`config.mk`:
```
export PLATFORM = sky130hd
export DESIGN_NAME = inst_fetch_unit_flat
export DESIGN_NICKNAME = d
export VERILOG_FILES = /design/src/rtl/inst_fetch_unit_if.sv /design/src/rtl/inst_fetch_unit.sv /design/src/flat_wrapper.sv
export SDC_FILE = /design/constraint.sdc
export NUM_CORES = 2
export LEC_CHECK = 0
export BUFFER_PORTS_ARGS = -buffer_cell sky130_fd_sc_hd__buf_4
export CAP_MARGIN = 20
export CELL_PAD_IN_SITES_DETAIL_PLACEMENT = 1
export CELL_PAD_IN_SITES_GLOBAL_PLACEMENT = 2
export CORE_MARGIN = 2
export CORE_UTILIZATION = 51
export DETAILED_ROUTE_END_ITERATION = 8
export PLACE_DENSITY_LB_ADDON = 0.12
export SLEW_MARGIN = 15
export SYNTH_ARGS = -nofsm -noshare
export SYNTH_HDL_FRONTEND = slang
export SYNTH_SLANG_ARGS = --single-unit
```
`constraint.sdc`:
```
create_clock -name clk -period 3.75 [get_ports clk]
set_input_delay 0.1875 -clock clk [delete_from_list [all_inputs] [get_ports clk]]
set_output_delay 0.1875 -clock clk [all_outputs]
set_load 0.1 [all_outputs]
```
`src/rtl/inst_fetch_unit_if.sv`:
```
// Program-load and instruction-issue bundle between inst_fetch_unit and its driver.
// issue_cnt exists only when IFU_ISSUE_COUNT_EN is defined.
interface inst_fetch_unit_if #(
    parameter int ADDR_W = 6
);
    logic              load_we;
    logic [ADDR_W-1:0] load_addr;
    logic [31:0]       load_data;
    logic [ADDR_W-1:0] prog_len;
    logic              start;
    logic              halt;
    logic [31:0]       inst_out;
    logic              inst_valid;
    logic [ADDR_W-1:0] issue_addr;
    logic              busy;
    logic              done;
    logic              load_err;
`ifdef IFU_ISSUE_COUNT_EN
    logic [31:0]       issue_cnt;
`endif

    modport master (
        output load_we, load_addr, load_data,
        output prog_len, start, halt,
        input  inst_out, inst_valid, issue_addr,
        input  busy, done, load_err
`ifdef IFU_ISSUE_COUNT_EN
        , input issue_cnt
`endif
    );

    modport slave (
        input  load_we, load_addr, load_data,
        input  prog_len, start, halt,
        output inst_out, inst_valid, issue_addr,
        output busy, done, load_err
`ifdef IFU_ISSUE_COUNT_EN
        , output issue_cnt
`endif
    );
endinterface

```
`src/rtl/inst_fetch_unit.sv`:
```
// Program RAM plus IDLE/RUN/DONE replay FSM feeding the core's Inst port.
// Optional IFU_ISSUE_COUNT_EN adds a saturating issued-word counter.
module inst_fetch_unit #(
    parameter int          DEPTH    = 64,
    parameter int          ADDR_W   = 6,
    parameter logic [31:0] NOP_INST = 32'h0000_0000
) (
    input  logic                clk,
    input  logic                rst_n,
    inst_fetch_unit_if.slave    bus
);
    typedef enum logic [1:0] {
        S_IDLE,
        S_RUN,
        S_DONE
    } state_t;

    state_t            state_q, state_d;
    logic [ADDR_W-1:0] len_q, len_d;
    logic [ADDR_W-1:0] addr_q, addr_d;
    logic [31:0]       inst_q, inst_d;
    logic              valid_q, valid_d;
    logic              busy_q, busy_d;
    logic              done_q, done_d;
    logic              err_q, err_d;

    logic [31:0]       mem [DEPTH];
    logic              ram_we;
    logic              loadable;
    logic              start_acc;
    logic              step;
    logic [ADDR_W-1:0] nxt_addr;
    logic [31:0]       word0;

    assign loadable  = (state_q != S_RUN);
    assign ram_we    = bus.load_we && loadable;
    assign start_acc = bus.start && !bus.halt && loadable;
    assign step      = (state_q == S_RUN) && !bus.halt;
    assign nxt_addr  = addr_q + ADDR_W'(1);
    // A same-edge write to address 0 must be seen by the first issue.
    assign word0 = (ram_we && bus.load_addr == '0)
                 ? bus.load_data : mem[0];

    always_comb begin
        state_d = state_q;
        len_d   = len_q;
        addr_d  = addr_q;
        inst_d  = inst_q;
        valid_d = valid_q;
        err_d   = bus.load_we && !loadable;
        unique case (1'b1)
            bus.halt: begin
                state_d = S_IDLE;
                addr_d  = '0;
                inst_d  = NOP_INST;
                valid_d = 1'b0;
            end
            start_acc: begin
                state_d = S_RUN;
                len_d   = bus.prog_len;
                addr_d  = '0;
                inst_d  = word0;
                valid_d = 1'b1;
            end
            step: begin
                if (addr_q == len_q) begin
                    state_d = S_DONE;
                    inst_d  = NOP_INST;
                    valid_d = 1'b0;
                end else begin
                    addr_d = nxt_addr;
                    inst_d = mem[nxt_addr];
                end
            end
            default: ;
        endcase
        busy_d = (state_d == S_RUN);
        done_d = (state_d == S_DONE);
    end

    always_ff @(posedge clk or negedge rst_n) begin
        if (!rst_n) begin
            state_q <= S_IDLE;
            len_q   <= '0;
            addr_q  <= '0;
            inst_q  <= NOP_INST;
            valid_q <= 1'b0;
            busy_q  <= 1'b0;
            done_q  <= 1'b0;
            err_q   <= 1'b0;
        end else begin
            state_q <= state_d;
            len_q   <= len_d;
            addr_q  <= addr_d;
            inst_q  <= inst_d;
            valid_q <= valid_d;
            busy_q  <= busy_d;
            done_q  <= done_d;
            err_q   <= err_d;
        end
    end

    // Program contents survive reset.
    always_ff @(posedge clk) begin
        if (ram_we) begin
            mem[bus.load_addr] <= bus.load_data;
        end
    end

    assign bus.inst_out   = inst_q;
    assign bus.inst_valid = valid_q;
    assign bus.issue_addr = addr_q;
    assign bus.busy       = busy_q;
    assign bus.done       = done_q;
    assign bus.load_err   = err_q;

`ifdef IFU_ISSUE_COUNT_EN
    logic [31:0] cnt_q, cnt_d;

    always_comb begin
        cnt_d = cnt_q;
        if (start_acc) begin
            cnt_d = '0;
        end else if (valid_q && cnt_q != 32'hFFFF_FFFF) begin
            cnt_d = cnt_q + 32'd1;
        end
    end

    always_ff @(posedge clk or negedge rst_n) begin
        if (!rst_n) begin
            cnt_q <= '0;
        end else begin
            cnt_q <= cnt_d;
        end
    end

    assign bus.issue_cnt = cnt_q;
`endif
endmodule

```
`src/flat_wrapper.sv`:
```
// flat-port wrapper written by rule: the top's interface ports become plain ports
module inst_fetch_unit_flat 
#(
    parameter int          DEPTH    = 64,
    parameter int          ADDR_W   = 6,
    parameter logic [31:0] NOP_INST = 32'h0000_0000
)
  (clk, rst_n, bus_load_we, bus_load_addr, bus_load_data, bus_prog_len, bus_start, bus_halt, bus_inst_out, bus_inst_valid, bus_issue_addr, bus_busy, bus_done, bus_load_err);
  inst_fetch_unit_if #(.ADDR_W(ADDR_W)) bus_i ();
  input  logic clk;
  input  logic rst_n;
  input wire logic [$bits(bus_i.load_we)-1:0] bus_load_we;
  input wire logic [$bits(bus_i.load_addr)-1:0] bus_load_addr;
  input wire logic [$bits(bus_i.load_data)-1:0] bus_load_data;
  input wire logic [$bits(bus_i.prog_len)-1:0] bus_prog_len;
  input wire logic [$bits(bus_i.start)-1:0] bus_start;
  input wire logic [$bits(bus_i.halt)-1:0] bus_halt;
  output wire logic [$bits(bus_i.inst_out)-1:0] bus_inst_out;
  output wire logic [$bits(bus_i.inst_valid)-1:0] bus_inst_valid;
  output wire logic [$bits(bus_i.issue_addr)-1:0] bus_issue_addr;
  output wire logic [$bits(bus_i.busy)-1:0] bus_busy;
  output wire logic [$bits(bus_i.done)-1:0] bus_done;
  output wire logic [$bits(bus_i.load_err)-1:0] bus_load_err;
  assign bus_i.load_we = bus_load_we;
  assign bus_i.load_addr = bus_load_addr;
  assign bus_i.load_data = bus_load_data;
  assign bus_i.prog_len = bus_prog_len;
  assign bus_i.start = bus_start;
  assign bus_i.halt = bus_halt;
  assign bus_inst_out = bus_i.inst_out;
  assign bus_inst_valid = bus_i.inst_valid;
  assign bus_issue_addr = bus_i.issue_addr;
  assign bus_busy = bus_i.busy;
  assign bus_done = bus_i.done;
  assign bus_load_err = bus_i.load_err;
  inst_fetch_unit #(.DEPTH(DEPTH), .ADDR_W(ADDR_W), .NOP_INST(NOP_INST)) u_core (.clk(clk), .rst_n(rst_n), .bus(bus_i));
endmodule
```
==> results.json <==
{
  "r2r_cells": 7,
  "layout_min_cycle_time_ns": 3.67,
  "dr.first_iter.drc_count": 4576,
  "clock_sinks": 2098,
  "antenna_found_initial": 4,
  "worstSetupPathType": "reg -> reg",
  "placed_area_sq_um": 86100,
  "cts_root_buffer": "clkbuf_16",
  "ant_nets": 0,
  "drive_gt1_share_pct": 29.9,
  "drv_cap": 0,
  "fin_skew_ns": 0.0259,
  "initial_core_util_pct": 51.2,
  "maxSlewViolCount": 0,
  "grt_setup_unrepaired": "no",
  "critPathLaunchType": "flop",
  "grt_usage_pct": 28.8,
  "synth_area_per_cell_sq_um": 22.0,
  "cts_made_buffers": 210,
  "hp-class": "in -> async",
  "netlist_instances": 3681,
  "reg2reg_to": "u_core.bus.inst_out[4]",
  "first_pass_iters": 5,
  "cts_max_level": 4,
  "yosys_warnings": 0,
  "r2r-start": "u_core.bus.issue_addr[0]",
  "ios": 91,
  "worst-path-max-fanout": 54,
  "slowest_delay_ns": 0.62,
  "die_w_um": 402,
  "yosys.area.top_type": "edfxtp_1",
  "finalPower_mw": 51.7,
  "grt.overflow.total": 0,
  "crit_family": "multiplexers",
  "path_buf_inv": 2,
  "max_freq_ghz": 0.272,
  "port_buffers": 90,
  "routed_wl_um": 229000,
  "ys_async_sr_fraction_pct": 2.38,
  "design.die.area_sq_um": 162000,
  "hold_viol_final": 0,
  "syn-num-nets": 3731,
  "synth-edff-count": 2048,
  "num_rows": 146,
  "cp.arrival_ns": 4.36,
  "critPathSlowestCell": "ha_4",
  "drc_errors": 0,
  "ys.flop_type": "edfxtp_1",
  "gp_congestion": 0.795,
  "grt_pass1_wl_um": 326000,
  "fp.dieH_um": 402,
  "synth_top_area_share_pct": 76.0,
  "grt_max_degree": 83,
  "ys_seq_elements": 2098,
  "cts_tree": "built",
  "coreArea_sq_um": 158000,
  "r2r_slack_ns": 0.08,
  "final_cell_mix": "2048 x edfxtp_1, 554 x mux4_2, 293 x nand2_1",
  "clk_path_buf_depth": 3,
  "vdd_drop_max_mv": 0.465,
  "synth_area_leaders": "edfxtp_1 76%, mux4_2 15%, dfrtp_1 1.5%",
  "fin_crit_sh_pct": 98.0,
  "vias": 40600,
  "critPathCaptureType": "flop",
  "areaGrowthSynthToFinish_pct": 15.3,
  "insertion_delay_ns": 0.85,
  "leakage_nw": 29.2,
  "netlist_area_sq_um": 80900,
  "ys_types": 51,
  "grt_pass1_vias": 43000,
  "vias_per_cell": 6.50,
  "p_per_area_nw_per_um2": 554,
  "setup_viol": 0,
  "cts.reportedPaths.clkPinSlew_ns": 0.06,
  "fin_area_sq_um": 93400,
  "fin_tns_setup_ns": 0,
  "final_common_cell": "edfxtp_1",
  "tightest_slew_ns": 0.993,
  "wl_per_cell_um": 36.6,
  "ys_seq_area_share_pct": 77.5,
  "hpwl_um": 125000,
  "slew_headroom_pct": 33.1,
  "nets": 4052,
  "status": "finished clean",
  "path_cells": "ha_4 > buf_12 > buf_12 > mux4_2 > mux4_2 > mux2i_2 > o211ai_1",
  "required_ns": 4.44
}
synth_stat cells, types with 2 or more instances:
cell type  instances
edfxtp_1        2048
mux4_2           554
nand2_1          294
nand3_1          108
buf_2             89
mux2i_1           84
nor2_1            83
clkbuf_1          69
dfrtp_1           50
o21ai_0           35
mux2_2            30
a21oi_1           29
buf_1             24
a32oi_1           22
buf_4             20
a22oi_1           12
a31oi_1           12
xnor2_1           11
and3_1            10
a21o_1             9
o2111ai_1          8
or3b_2             8
a222oi_1           7
nand3b_1           7
nor3_1             7
a31o_1             5
o211ai_1           5
a221oi_1           4
and2_1             4
buf_8              3
nand4_1            3
nor3b_1            3
a22o_1             2
buf_6              2
inv_1              2
nor2b_1            2
xor2_1             2
worst min-delay path, stage by stage:
cell and delay (ns):
dlygate4sd3_1 0.52, buf_4 0.27, buf_16 0.32
registers in the layout, summed over array words and instances (netlist names):
name                   cells
u_core.bus.busy            1
u_core.bus.done            1
u_core.bus.inst_out       32
u_core.bus.inst_valid      1
u_core.bus.issue_addr      6
u_core.bus.load_err        1
u_core.len_q               6
u_core.mem              2048
u_core.state_q             2
metrics by stage:
stage / utilization (%) / worst slack, ns / cells / hold slack, ns
floorplan: - / 0.348 / 3681 / -0.108
global placement: 54.5 / -0.134 / 5817 / 0.316
detailed placement: 54.5 / -0.219 / 5817 / 0.294
CTS: 59.1 / 0.0178 / 6251 / 0.0138
global route: 59.1 / 0.0140 / 6252 / 0.0306
finish: 59.1 / 0.0751 / 6253 / 0.0614
kinds of logic (layout without fill, tap and decap cells):
| group | count (synthesis) | in the layout | synth area share [%] |
|---|---|---|---|
| AO/OA/AOI/OAI | 157 | 157 | 1.33 |
| XOR/XNOR | 15 | 15 | 0.181 |
| adder cells (fa/ha/maj) | 1 | 1 | 0.0155 |
| buffers and inverters | 210 | 709 | 1.26 |
| flip-flops | 2098 | 2098 | 77.5 |
| multiplexers | 668 | 668 | 16.9 |
| other | 0 | 1 | 0 |
| AND/OR/NAND/NOR | 532 | 532 | 2.81 |
where the power goes:
group / leakage (nW) / internal, mW / switching (mW) / total [mW]
clock: 3.33 / 11.9 / 8.84 / 20.8
sequential: 19.1 / 25.9 / 0.134 / 26.0
combinational: 6.83 / 2.12 / 2.83 / 4.96
total: 29.2 / 39.9 / 11.8 / 51.7
cell type report:
| class | instances | area, sq um |
|---|---|---|
| Clock inverter | 126 | 1140 |
| Timing Repair Buffer | 316 | 3430 |
| Sequential cell | 2098 | 62800 |
| Fill cell | 12900 | 64700 |
| Antenna cell | 1 | 2.50 |
| Clock buffer | 264 | 5640 |
| Inverter | 3 | 11.3 |
| Multi-Input combinational cell | 1373 | 17800 |
| Tap cell | 2072 | 2590 |
routing by layer:
layer  GRT usage (%)  share of wire [%]  wire length [um]  vias to the layer above
li1                -                  -                 -                    16000
met5               0                  0                 0                        -
met2            46.4                 49            112000                     1757
met3            4.36                6.9             15900                      338
met4            8.50                3.0              6840                        0
met1            41.2                 41             94300                    22500
worst max path at each step:
stage / start / end / slack [ns] / depth (start not counted)
finish: u_core.bus.issue_addr[0] / u_core.bus.inst_out[4] / 0.08 / 7
global route: u_core.bus.issue_addr[0] / u_core.bus.inst_out[20] / 0.01 / 7
detailed placement: u_core.bus.issue_addr[0] / u_core.bus.inst_out[4] / -0.22 / 7
floorplan: u_core.bus.issue_addr[1] / u_core.bus.inst_out[25] / 0.35 / 8
global placement: u_core.bus.issue_addr[0] / u_core.bus.inst_out[4] / -0.13 / 7
CTS: u_core.bus.issue_addr[0] / u_core.bus.inst_out[10] / 0.02 / 7
timing repair:
item / in CTS / in global routing
gates resized for setup: 3 / 1
endpoints found under the setup margin: 7 / 1
hold buffers: 43 / 0
pin swaps: 1 / 0
setup buffers: 1 / 0
hold endpoints to repair: 2084 / 0
(Power assumes the default switching activity.)
